==> config.mk <==
export PLATFORM = sky130hd
export DESIGN_NAME = demux1to4_stream_router_flat
export DESIGN_NICKNAME = d
export VERILOG_FILES = /design/src/rtl/demux1to4_stream_router_if.sv /design/src/rtl/demux1to4_stream_router.sv /design/src/flat_wrapper.sv
export SDC_FILE = /design/constraint.sdc
export NUM_CORES = 1
export LEC_CHECK = 0
export CAP_MARGIN = 15
export CORE_MARGIN = 2
export CORE_UTILIZATION = 43
export DETAILED_ROUTE_END_ITERATION = 16
export PLACE_DENSITY = 0.79
export SLEW_MARGIN = 40
export SYNTH_ARGS = -nofsm -noshare
export SYNTH_HDL_FRONTEND = slang
export SYNTH_SLANG_ARGS = --single-unit
export TNS_END_PERCENT = 1
==> constraint.sdc <==
create_clock -name clk -period 1.67 [get_ports clk]
set_input_delay 0.167 -clock clk [delete_from_list [all_inputs] [get_ports clk]]
set_output_delay 0.167 -clock clk [all_outputs]
set_load 0.03 [all_outputs]
==> src/rtl/demux1to4_stream_router_if.sv <==
// Stream bundle for the 1:4 router: one producer side, four consumer channels.
// Ports: in_valid/in_ready/in_sel/in_data/rr_mode in, out_valid/out_ready/out_data/out_count/last_sel out.
interface demux1to4_stream_router_if #(
  parameter int WIDTH = 4,
  parameter int CNT_W = 8
);
  logic               in_valid;
  logic               in_ready;
  logic [1:0]         in_sel;
  logic [WIDTH-1:0]   in_data;
  logic               rr_mode;
  logic [3:0]         out_valid;
  logic [3:0]         out_ready;
  logic [4*WIDTH-1:0] out_data;
  logic [4*CNT_W-1:0] out_count;
  logic [1:0]         last_sel;

  modport master (
    output in_valid,
    input  in_ready,
    output in_sel,
    output in_data,
    output rr_mode,
    input  out_valid,
    output out_ready,
    input  out_data,
    input  out_count,
    input  last_sel
  );

  modport slave (
    input  in_valid,
    output in_ready,
    input  in_sel,
    input  in_data,
    input  rr_mode,
    output out_valid,
    input  out_ready,
    output out_data,
    output out_count,
    output last_sel
  );
endinterface

==> src/rtl/demux1to4_stream_router.sv <==
// 1:4 stream router: steers one valid/ready stream into four one-entry channels.
// Ports: clk, rst (async high), bus (slave modport of demux1to4_stream_router_if).
module demux1to4_stream_router #(
  parameter int WIDTH = 4,
  parameter int CNT_W = 8
) (
  input logic                     clk,
  input logic                     rst,
  demux1to4_stream_router_if.slave bus
);

  logic [1:0]         w_tgt;
  logic [3:0]         w_tgt_oh;
  logic               w_in_ready;
  logic               w_acc;
  logic [3:0]         w_load;
  logic [3:0]         w_drain;
  logic [4*WIDTH-1:0] w_out_data;
  logic [4*CNT_W-1:0] w_out_count;

  logic [3:0]         r_valid;
  logic [WIDTH-1:0]   r_data [4];
  logic [CNT_W-1:0]   r_cnt  [4];
  logic [1:0]         r_last;
  logic [1:0]         r_rr_ptr;

  assign w_tgt = bus.rr_mode ? r_rr_ptr : bus.in_sel;

  always_comb begin
    w_tgt_oh = 4'b0000;
    unique case (w_tgt)
      2'd0: w_tgt_oh = 4'b0001;
      2'd1: w_tgt_oh = 4'b0010;
      2'd2: w_tgt_oh = 4'b0100;
      2'd3: w_tgt_oh = 4'b1000;
    endcase
  end

  // A full target may still accept if it drains this same cycle.
  assign w_in_ready = ~r_valid[w_tgt] | bus.out_ready[w_tgt];
  assign w_acc      = bus.in_valid & w_in_ready;
  assign w_load     = w_tgt_oh & {4{w_acc}};
  assign w_drain    = r_valid & bus.out_ready;

  always_ff @(posedge clk or posedge rst) begin
    if (rst) begin
      r_valid  <= '0;
      r_last   <= '0;
      r_rr_ptr <= '0;
      for (int k = 0; k < 4; k++) begin
        r_data[k] <= '0;
        r_cnt[k]  <= '0;
      end
    end else begin
      for (int k = 0; k < 4; k++) begin
        if (w_load[k]) begin
          r_valid[k] <= 1'b1;
          r_data[k]  <= bus.in_data;
          r_cnt[k]   <= r_cnt[k] + CNT_W'(1);
        end else if (w_drain[k]) begin
          r_valid[k] <= 1'b0;
        end
      end
      if (w_acc) begin
        r_last <= w_tgt;
        // Pointer only moves on an accept, so a stall never skips a channel.
        if (bus.rr_mode)
          r_rr_ptr <= r_rr_ptr + 2'd1;
      end
    end
  end

  always_comb begin
    w_out_data  = '0;
    w_out_count = '0;
    for (int k = 0; k < 4; k++) begin
      w_out_data[k*WIDTH +: WIDTH]  = r_data[k];
      w_out_count[k*CNT_W +: CNT_W] = r_cnt[k];
    end
  end

  assign bus.in_ready  = w_in_ready;
  assign bus.out_valid = r_valid;
  assign bus.out_data  = w_out_data;
  assign bus.out_count = w_out_count;
  assign bus.last_sel  = r_last;

endmodule

==> src/flat_wrapper.sv <==
// flat-port wrapper written by rule: the top's interface ports become plain ports
module demux1to4_stream_router_flat 
#(
  parameter int WIDTH = 4,
  parameter int CNT_W = 8
)
  (clk, rst, bus_in_valid, bus_in_ready, bus_in_sel, bus_in_data, bus_rr_mode, bus_out_valid, bus_out_ready, bus_out_data, bus_out_count, bus_last_sel);
  demux1to4_stream_router_if #(.WIDTH(WIDTH), .CNT_W(CNT_W)) bus_i ();
  input logic clk;
  input logic rst;
  input wire logic [$bits(bus_i.in_valid)-1:0] bus_in_valid;
  output wire logic [$bits(bus_i.in_ready)-1:0] bus_in_ready;
  input wire logic [$bits(bus_i.in_sel)-1:0] bus_in_sel;
  input wire logic [$bits(bus_i.in_data)-1:0] bus_in_data;
  input wire logic [$bits(bus_i.rr_mode)-1:0] bus_rr_mode;
  output wire logic [$bits(bus_i.out_valid)-1:0] bus_out_valid;
  input wire logic [$bits(bus_i.out_ready)-1:0] bus_out_ready;
  output wire logic [$bits(bus_i.out_data)-1:0] bus_out_data;
  output wire logic [$bits(bus_i.out_count)-1:0] bus_out_count;
  output wire logic [$bits(bus_i.last_sel)-1:0] bus_last_sel;
  assign bus_i.in_valid = bus_in_valid;
  assign bus_in_ready = bus_i.in_ready;
  assign bus_i.in_sel = bus_in_sel;
  assign bus_i.in_data = bus_in_data;
  assign bus_i.rr_mode = bus_rr_mode;
  assign bus_out_valid = bus_i.out_valid;
  assign bus_i.out_ready = bus_out_ready;
  assign bus_out_data = bus_i.out_data;
  assign bus_out_count = bus_i.out_count;
  assign bus_last_sel = bus_i.last_sel;
  demux1to4_stream_router #(.WIDTH(WIDTH), .CNT_W(CNT_W)) u_core (.clk(clk), .rst(rst), .bus(bus_i));
endmodule
After elaboration in Yosys (flattened, before gate mapping)
Index checks and enable logic that the tools add are counted.

operators by class
  bitwise logic cells = 5
  order comparisons = 1
  reductions and logical operators = 6
  add/sub/neg operators = 5
  equal/unequal tests = 3
  mux-type cells = 14

operators with widths
  operator                                                    number
  adder 8 x 1 -> 8 bit, second input constant                 4
  one-hot mux 4 bit (4 select lines)                          1
  2-to-1 mux 1 bit                                            10
  bitwise AND 4 bit                                           2
  nonzero test 2 bit                                          4
  binary-select mux 1 bit (select 2 bit)                      2
  equality test 2 bit, second input constant                  2
  less-than comparator 2 x 3 -> 1 bit, second input constant  1
  adder 2 x 1 -> 2 bit, second input constant                 1
  equality test 2 x 1 -> 1 bit, second input constant         1
  zero test 2 bit                                             1
  2-to-1 mux 2 bit                                            1
  AND reduction 2 bit                                         1
  bitwise AND 1 bit                                           1
  inverter 1 bit                                              1
  OR 1 bit                                                    1

storage, ports and cells
  bits in registers = 56
  output and inout bits = 55

Longest topological paths before layout
Gate-level depths: netlist of run 1.

  depth after elaboration = 8
  depth in mapped cells = 7
  mapped depth without buffers = 5

Worst setup path after synthesis of run 1
No wires, ideal clock.

  path type = reg2reg
  from = register u_core.r_rr_ptr[1]
  to = register u_core.r_cnt (netlist bit u_core.bus.out_count[22])
  setup time = 0.136 ns
  data required time = 1.534 ns
  data arrival time = 1.554 ns
  stages on the path, launching flop included = 6
  clock period less this slack = 1.690 ns
  setup slack = -0.020 ns
  buffers on the path = 0
  path through = dfrtp_1 -> mux2i_4 -> mux2i_1 -> o22a_1 -> and4bb_2 -> xor2_1

on the way
  cells in the longest elaborated chain, start to end = 7

ends and longest elaborated chain
  item                                    RTL line                       RTL
  from (decl)                             demux1to4_stream_router.sv:25  logic [1:0] r_rr_ptr;
  from (signal assigned)                  demux1to4_stream_router.sv:68  r_rr_ptr <= r_rr_ptr + 2'd1;
  2-to-1 mux 2 bit (*)                    demux1to4_stream_router.sv:27  assign w_tgt = bus.rr_mode ? r_rr_ptr : bus.in_sel;
  binary-select mux 1 bit (select 2 bit)  demux1to4_stream_router.sv:40  assign w_in_ready = ~r_valid[w_tgt] | bus.out_ready[w_tgt];
  2-to-1 mux 1 bit (not written as such)  demux1to4_stream_router.sv:40
  inverter 1 bit                          demux1to4_stream_router.sv:40
  OR 1 bit                                demux1to4_stream_router.sv:40
  bitwise AND 1 bit                       demux1to4_stream_router.sv:41  assign w_acc = bus.in_valid & w_in_ready;
  bitwise AND 4 bit (*)                   demux1to4_stream_router.sv:42  assign w_load = w_tgt_oh & {4{w_acc}};
  to (signal, indexed assignment)         demux1to4_stream_router.sv:59  r_cnt[k] <= r_cnt[k] + CNT_W'(1);
  to (decl)                               demux1to4_stream_router.sv:23  logic [CNT_W-1:0] r_cnt [4];

Mark *: on every way between the ends. The rest lies on a longest branch, timed or not. The select of a mux whose other input is x is not followed.
A chain may end at the register's enable or synchronous reset.

Worst setup path after layout of run 1
  from = register u_core.r_rr_ptr[0]
  to = output bus_in_ready

on the way
  cells in the longest elaborated chain, start to end = 5

ends and longest elaborated chain
  item                                    RTL line                       RTL
  2-to-1 mux 2 bit (*)                    demux1to4_stream_router.sv:27
  binary-select mux 1 bit (select 2 bit)  demux1to4_stream_router.sv:40
  2-to-1 mux 1 bit (not written as such)  demux1to4_stream_router.sv:40
  inverter 1 bit                          demux1to4_stream_router.sv:40
  OR 1 bit (*)                            demux1to4_stream_router.sv:40
  to (decl)                               flat_wrapper.sv:12             output wire logic [$bits(bus_i.in_ready)-1:0] bus_in_ready;

Marks and branches as above.

==> impl_metrics.json, run 1 <==
{
  "outcome": "finished, violations left",
  "violations": "negative setup slack",
  "path_cells": "mux2i_4, mux4_2, buf_6",
  "critical_path.top_delay_family": "multiplexers",
  "cts.sinks": 56,
  "die_area_sq_um": 6320,
  "root_buffer": "clkbuf_8",
  "synth_cells": 202,
  "rows": 27,
  "p_total_mw": 6.16,
  "die_w_um": 79.5,
  "die_y_um": 79.5,
  "tightestPinTransition_ns": 0.381,
  "clkSlewWorstSetupHoldPaths_ns": 0.11,
  "cap_violations": 0,
  "worst_hold_path_type": "input port to async pin",
  "power.leakage_nw": 1.70,
  "final_common_cell": "clkdlybuf4s50_1",
  "dp_hpwl_mm": 4.14,
  "grt_start_max_net_pins": 31,
  "fin_ws_ns": -0.104,
  "fin_tns_setup_ns": -0.163,
  "layout_common_cells": "60 x clkdlybuf4s50_1, 56 x dfrtp_1, 29 x nand2_1",
  "r2r-start": "u_core.r_rr_ptr[1]",
  "cp-end-kind": "output pin",
  "drc_errors": 0,
  "htreeDepth": 2,
  "path_depth": 3,
  "n_antenna_cell": 0,
  "r2r_slack_ns": -0.06,
  "cp.required_ns": 1.50,
  "hold_viol": 0,
  "finClkSkew_ns": 0.0131,
  "powerDensity_nw_per_um2": 1690,
  "avgSynthCellArea_sq_um": 12.1,
  "avgRoutedWirePerCell_um": 14.9,
  "core-area_sq_um": 5510,
  "nets": 324,
  "post_synth_num_cell_types": 28,
  "num_vias": 1892,
  "netlist_top_cells_area": "dfrtp_1 57%, mux2_2 8.3%, xnor2_1 6.1%",
  "rsz0062_at_grt": "yes",
  "ys_seq_area_share_pct": 57.2,
  "io_buffers": 68,
  "design_area_sq_um": 3660,
  "place_worst_setup_slack_ns": -0.644,
  "max_freq_ghz": 0.564,
  "grt_pass1_vias": 1953,
  "ir_drop_mv": 1.12,
  "startpoint_type": "flip-flop",
  "wl_mm": 5.66,
  "ios": 69,
  "startpoint": "u_core.r_rr_ptr[0]",
  "drv_slew": 0,
  "syn_to_final_growth_pct": 49.2,
  "cp.arrival_ns": 1.61,
  "cts.path.max_buffers": 2,
  "first_iter_violations": 74,
  "postRouteAntennaNets": 0,
  "synth_nets": 220,
  "crit_path_max_incr_delay_ns": 0.54,
  "gp_congestion": 0.785,
  "slew_headroom_pct": 74.6,
  "ys_ff_latch": 56,
  "vias_per_cell": 4.99,
  "cts_tree": "yes",
  "initial_utilization_pct": 44.5,
  "place_area_sq_um": 3450,
  "fin_crit_ns": 1.77,
  "track_usage_pct": 19.0,
  "cts_buffers": 5,
  "final_core_util_pct": 66.4,
  "grt_pass1_wl_mm": 9.32,
  "r2r_cells": 5,
  "period_share_pct": 106,
  "grt_overflow": 0,
  "crit_buf_inv": 1,
  "netlist.top_cell.by_area": "dfrtp_1",
  "fillers": 437,
  "crit_path_max_fanout": 2,
  "setup_viol_count_final": 2,
  "insertion_delay_ns": 0.32,
  "yosysWarnings": 0,
  "cp_slowest_cell": "mux4_2",
  "drive_above_1_share_pct": 26.1,
  "netlist.area_leader.share_pct": 57.2,
  "criticalPathCategory": "flip-flop to output pin",
  "syn_area_sq_um": 2450,
  "antenna_found_initial": 0,
  "drt_first_pass_iters": 4
}
power breakdown:
part / leakage [nW] / internal, mW / switching [mW]
Sequential: 0.711 / 1.82 / 0.410
Clock: 0.0487 / 0.307 / 0.467
Combinational: 0.938 / 1.48 / 1.68
Total: 1.70 / 3.60 / 2.56
synthesized netlist by cell type:
cell type  instances
nand4_1            8
inv_1              2
buf_6              1
nand2b_1           5
nand3_1           11
ha_1               4
mux2i_1            2
clkbuf_1           1
or2_1              1
dfrtp_1           56
nor3b_1            1
o21ai_0            3
xnor2_1           17
nor4_2             2
xor2_1            13
nand3b_1           1
and4bb_2           1
and3b_1            1
nand2_1           31
nor2_1             8
o22a_1             1
and3_1             3
nor3_1             7
mux2_2            18
mux2i_4            1
buf_2              1
mux4_2             1
mux2i_2            1
path summary, 6_finish.rpt:
kind,to
max in group asynchronous,u_core.r_rr_ptr[0]
hold reg to reg,u_core.bus.out_count[7]
setup / recovery,bus_in_ready
hold / removal,u_core.bus.out_data[3]
min in group clk,u_core.bus.out_data[15]
setup reg to reg,u_core.bus.out_count[22]
worst min-delay path: stages:
cell and delay [ns]:
clkdlybuf4s50_1 0.41, inv_2 0.06, buf_4 0.31
per-stage QoR:
step | hold WS [ns] | instances
3_5_place_dp | 0.462 | 370
2_1_floorplan | 0.272 | 202
4_1_cts | 0.233 | 379
6_report | 0.221 | 379
3_3_place_gp | 0.458 | 370
5_1_grt | 0.276 | 379
cells by family (layout without fill, tap and decap cells):
logic type | after synthesis | after routing | synth area share, %
adder cells (fa/ha/maj) | 4 | 4 | 2.04
multiplexers | 23 | 23 | 11.5
XOR/XNOR | 30 | 30 | 10.7
AND/OR/NAND/NOR | 80 | 80 | 16.5
AO/OA/AOI/OAI | 4 | 4 | 0.970
flip-flops | 56 | 56 | 57.2
buffers and inverters | 5 | 110 | 1.12
what timing repair did:
action | 4_1_cts | 5_1_grt
setup endpoints to repair | 22 | 38
buffers inserted | 1 | 0
pin swaps | 3 | 4
hold buffers | 0 | 0
resized for setup | 23 | 16
gates cloned | 0 | 0
layout make-up:
class / count / area, sq um / share of cell area (%)
inverters: 2 / 7.51 / 0.205
clock buffers: 5 / 68.8 / 1.88
repair buffers: 100 / 955 / 26.1
clock inverters: 3 / 26.3 / 0.719
multi-input cells: 141 / 1110 / 30.3
well taps: 72 / 90.1 / 2.46
flip-flops and latches: 56 / 1400 / 38.3
registers in the layout, summed over array words and instances, names as in the netlist:
| name | cells |
|---|---|
| u_core.bus.out_count | 32 |
| u_core.bus.out_data | 16 |
| u_core.bus.out_valid | 4 |
| u_core.bus.last_sel | 2 |
| u_core.r_rr_ptr | 2 |
per-layer routing:
metal / global-route usage (%) / routed length, um / vias to the layer above
met4: 5.69 / 74 / 0
met1: 24.8 / 2490 / 926
met3: 3.62 / 249 / 7
met2: 32.2 / 2840 / 60
li1: - / - / 899
met5: 0 / 0 / -
Power figures use the tool's default switching activity.
==> inputs of run 2 (changes only) <==
- SETUP_SLACK_MARGIN: default -> 0.15
==> run 2 against run 1 <==
The run still ends with negative setup slack left. Sequential power about the same. Clock skew decreased by 0.0058 ns. Total power decreased by 5.5%. Via count decreased by 0.21%. Critical endpoint unchanged.
==> impl_metrics.json, run 2 (synthesized netlist as in run 1, its figures left out) <==
{
  "critical_path.top_delay_family": "multiplexers",
  "vias_per_cell": 4.99,
  "slew_headroom_pct": 70.2,
  "worstReg2RegEnd": "u_core.bus.out_count[14]",
  "drt_first_pass_iters": 4,
  "postRouteAntennaNets": 0,
  "ios": 69,
  "place_area_sq_um": 3450,
  "first_iter_violations": 61,
  "core-area_sq_um": 5510,
  "cts.sinks": 56,
  "grt_overflow": 0,
  "drc_errors": 0,
  "powerDensity_nw_per_um2": 1620,
  "r2r_slack_ns": 0.01,
  "cts_buffers": 5,
  "path_cells": "mux2i_4, mux4_2, buf_6",
  "cp.required_ns": 1.50,
  "cap_violations": 0,
  "die_w_um": 79.5,
  "drive_above_1_share_pct": 27.1,
  "cp_slowest_cell": "mux4_2",
  "crit_path_max_fanout": 2,
  "clkSlewWorstSetupHoldPaths_ns": 0.10,
  "cts.path.max_buffers": 2,
  "grt_pass1_vias": 1963,
  "fin_tns_setup_ns": -0.110,
  "period_share_pct": 107,
  "root_buffer": "clkbuf_8",
  "num_vias": 1888,
  "htreeDepth": 2,
  "final_common_cell": "dfrtp_1",
  "worst_hold_path_type": "input port to async pin",
  "holdWs_ns": 0.192,
  "avgRoutedWirePerCell_um": 14.6,
  "dp_hpwl_mm": 4.04,
  "final_core_util_pct": 65.3,
  "p_total_mw": 5.82,
  "crit_path_max_incr_delay_ns": 0.55,
  "startpoint_type": "flip-flop",
  "max_freq_ghz": 0.562,
  "track_usage_pct": 18.4,
  "tightestPinTransition_ns": 0.447,
  "setup_viol_count_final": 1,
  "violations": "negative setup slack",
  "cts_tree": "yes",
  "rsz0062_at_grt": "yes",
  "io_buffers": 68,
  "fin_cells": 378,
  "design_area_sq_um": 3600,
  "gp_congestion": 0.841,
  "fin_ws_ns": -0.110,
  "outcome": "finished, violations left",
  "fin_crit_ns": 1.78,
  "hold_viol": 0,
  "ir_drop_mv": 0.873,
  "criticalPathCategory": "flip-flop to output pin",
  "largest_register_ffs": 32,
  "n_antenna_cell": 0,
  "grt_start_max_net_pins": 36,
  "cp-end-kind": "output pin",
  "die_y_um": 79.5,
  "antenna_found_initial": 0,
  "grt_pass1_wl_mm": 9.06,
  "initial_utilization_pct": 44.5,
  "r2r-start": "u_core.r_rr_ptr[0]",
  "wl_mm": 5.51,
  "layout_common_cells": "56 x dfrtp_1, 47 x dlygate4sd2_1, 30 x nand2_1, 30 x buf_4, 18 x mux2_2",
  "cp.arrival_ns": 1.61,
  "power.leakage_nw": 1.84,
  "r2r_cells": 7,
  "drv_slew": 0,
  "rows": 27,
  "die_area_sq_um": 6320,
  "place_inst": 370,
  "place_worst_setup_slack_ns": -0.658,
  "finClkSkew_ns": 0.00731,
  "syn_to_final_growth_pct": 46.7,
  "crit_buf_inv": 1,
  "nets": 323,
  "insertion_delay_ns": 0.31
}
## run 2: cell count changes in the layout (fill, tap and decap cells not counted), sizes merged
cell | previous run | this run
dlygate4sd2 | 2 | 47
buf | 34 | 36
clkdlybuf4s50 | 60 | 12
## run 2: routing by layer
| metal | vias to the layer above | part of all wire (%) | global-route usage [%] |
|---|---|---|---|
| met5 | - | 0 | 0 |
| met3 | 6 | 5.1 | 4.75 |
| met1 | 929 | 43 | 23.5 |
| met4 | 0 | 1.2 | 4.83 |
| li1 | 905 | - | - |
| met2 | 48 | 51 | 31.1 |
## run 2: area by class of cell
type	instances	area, sq um
clock buffer	5	68.8
clock inverter	3	22.5
fill	454	1910
inverter	2	7.51
multi-input combinational	141	1120
sequential	56	1400
tap	72	90.1
timing repair buffer	99	883
## run 2: power by group
part           total (mW)  switching, mW  internal (mW)
clock               0.739          0.438          0.301
combinational        2.87           1.68           1.19
sequential           2.21          0.391           1.82
## run 2: what timing repair did
| item | in CTS | in global routing |
|---|---|---|
| hold buffers | 0 | 0 |
| gates resized for setup | 73 | 13 |
| setup buffers | 0 | 0 |
| pin swaps | 10 | 10 |
| setup endpoints to repair | 101 | 49 |
| hold endpoints to repair | 0 | 0 |
| cloned | 0 | 0 |
## run 2: how the worst max path moves through the flow
stage	slack, ns	end	from	depth (start not counted)
after floorplan	0.02	u_core.bus.out_count[22]	u_core.r_rr_ptr[1]	5
after global routing	-0.17	bus_in_ready	u_core.r_rr_ptr[0]	3
final	-0.11	bus_in_ready	u_core.r_rr_ptr[0]	3
after CTS	-0.19	bus_in_ready	u_core.r_rr_ptr[0]	3
after detailed placement	-0.66	bus_in_ready	bus_rr_mode	4
after global placement	-0.62	bus_in_ready	bus_rr_mode	4
## run 2: worst reg2reg max path: stages (launching register included)
cell and delay, ns:
dfrtp_1 0.40, buf_4 0.15, mux2_2 0.16, nand2_1 0.09
o22a_4 0.29, buf_6 0.14, nor3_2 0.21, xor2_1 0.15
==> inputs of run 3 (changes only) <==
- CORE_UTILIZATION: 43 -> 47
- MAX_ROUTING_LAYER: default -> met4
- PLACE_DENSITY: 0.79 -> 0.82
- clock period: 1.67 -> 2 ns (I/O delays scaled with it)
==> run 3 against run 2 <==
The flow now finishes without violations. Final cell count is 2.4% lower. Critical path depth is 1 higher. Register-to-register slack better by 0.22 ns. Largest power group unchanged.
==> impl_metrics.json, run 3 (synthesized netlist as in run 1, its figures left out) <==
{
  "drv_slew": 0,
  "r2r_cells": 6,
  "crit_path_max_fanout": 4,
  "core-area_sq_um": 5070,
  "path_cells": "clkdlybuf4s50_1, mux2i_4, mux4_2, buf_6",
  "track_usage_pct": 21.0,
  "vias_per_cell": 4.97,
  "critical_path.top_delay_family": "multiplexers",
  "place_inst": 361,
  "drive_above_1_share_pct": 20.4,
  "antenna_found_initial": 0,
  "r2r_slack_ns": 0.23,
  "initial_utilization_pct": 48.3,
  "period_share_pct": 92.7,
  "crit_path_max_incr_delay_ns": 0.55,
  "startpoint": "bus_in_sel[0]",
  "fillers": 384,
  "slew_headroom_pct": 59.2,
  "postRouteAntennaNets": 0,
  "dp_hpwl_mm": 4.02,
  "cp-end-kind": "output pin",
  "cts_buffers": 5,
  "num_vias": 1834,
  "final_common_cell": "clkdlybuf4s50_1",
  "largest_register_ffs": 32,
  "clkSlewWorstSetupHoldPaths_ns": 0.10,
  "htreeDepth": 2,
  "grt_overflow": 0,
  "tightestPinTransition_ns": 0.610,
  "die_area_sq_um": 5810,
  "rows": 26,
  "cts_tree": "yes",
  "outcome": "finished clean",
  "crit_buf_inv": 2,
  "syn_to_final_growth_pct": 44.7,
  "ios": 69,
  "cts_setup_buffers": 0,
  "layout_common_cells": "66 x clkdlybuf4s50_1, 56 x dfrtp_1, 31 x nand2_1",
  "first_iter_violations": 149,
  "place_worst_setup_slack_ns": -0.410,
  "cap_violations": 0,
  "startpoint_type": "input port",
  "powerDensity_nw_per_um2": 1440,
  "max_freq_ghz": 0.539,
  "nets": 316,
  "n_antenna_cell": 0,
  "power.leakage_nw": 1.59,
  "gp_congestion": 0.822,
  "path_depth": 4,
  "avgRoutedWirePerCell_um": 15.0,
  "worstReg2RegEnd": "u_core.bus.out_count[22]",
  "cts.path.max_buffers": 2,
  "grt_start_max_net_pins": 31,
  "setup_viol_count_final": 0,
  "fin_cells": 369,
  "ir_drop_mv": 0.890,
  "drt_first_pass_iters": 4,
  "grt_pass1_vias": 1877,
  "r2r-start": "u_core.r_rr_ptr[1]",
  "worst_hold_path_type": "input port to async pin",
  "cts.sinks": 56,
  "insertion_delay_ns": 0.31,
  "root_buffer": "clkbuf_8",
  "die_y_um": 76.2,
  "fin_ws_ns": 0.145,
  "fin_crit_ns": 1.85,
  "grt_pass1_wl_mm": 9.33,
  "cp-endpoint": "bus_in_ready",
  "die_w_um": 76.2,
  "cp.required_ns": 1.80,
  "io_buffers": 68,
  "hold_viol": 0,
  "rsz0062_at_grt": "yes",
  "drc_errors": 0,
  "criticalPathCategory": "input port to output pin",
  "finClkSkew_ns": 0.00335,
  "cp_slowest_cell": "mux4_2",
  "cp.arrival_ns": 1.65,
  "wl_mm": 5.54
}
## run 3: cell type report
type | instances | area (sq um) | area share, %
clock buffer | 5 | 68.8 | 1.94
clock inverter | 3 | 42.5 | 1.20
inverter | 2 | 7.51 | 0.212
multi-input combinational | 141 | 1050 | 29.7
sequential | 56 | 1400 | 39.5
tap | 70 | 87.6 | 2.47
timing repair buffer | 92 | 886 | 25.0
## run 3: how the worst min path moves through the flow
stage	start	to	cells after the start
2_1_floorplan	bus_in_data[0]	u_core.bus.out_data[12]	2
3_3_place_gp	u_core.bus.out_count[15]	u_core.bus.out_count[15]	1
3_5_place_dp	u_core.bus.out_count[7]	u_core.bus.out_count[7]	1
4_1_cts	rst	u_core.bus.out_data[3]	2
5_1_grt	rst	u_core.bus.out_data[12]	2
6_report	rst	u_core.bus.out_data[12]	2
## run 3: metrics by stage
step	setup TNS, ns	cell area (sq um)	hold slack, ns	utilization (%)	total power [mW]
6_report	0	3550	0.188	69.9	5.11
5_1_grt	0	3550	0.221	69.9	5.38
3_5_place_dp	-6.37	3400	0.459	67.1	4.37
4_1_cts	0	3540	0.200	69.7	5.13
3_3_place_gp	-4.60	3400	0.458	67.1	4.31
2_1_floorplan	0	2450	0.305	-	3.23
## run 3: where the power goes
part	switching [mW]	leakage, nW	internal, mW
logic	1.35	0.830	1.16
clock network	0.361	0.0541	0.371
registers	0.348	0.711	1.52
## run 3: repair_timing
action / CTS / global route
setup endpoints to repair: 17 / 9
pin swaps: 1 / 0
gates resized for setup: 12 / 1
hold buffers: 0 / 0
## run 3: metal layers
metal / vias up / part of all wire [%] / track usage (%)
met5: - / 0 / -
met4: 0 / 1.5 / 7.09
met3: 4 / 4.1 / 4.27
met2: 39 / 49 / 33.5
met1: 908 / 45 / 27.1
li1: 883 / - / -
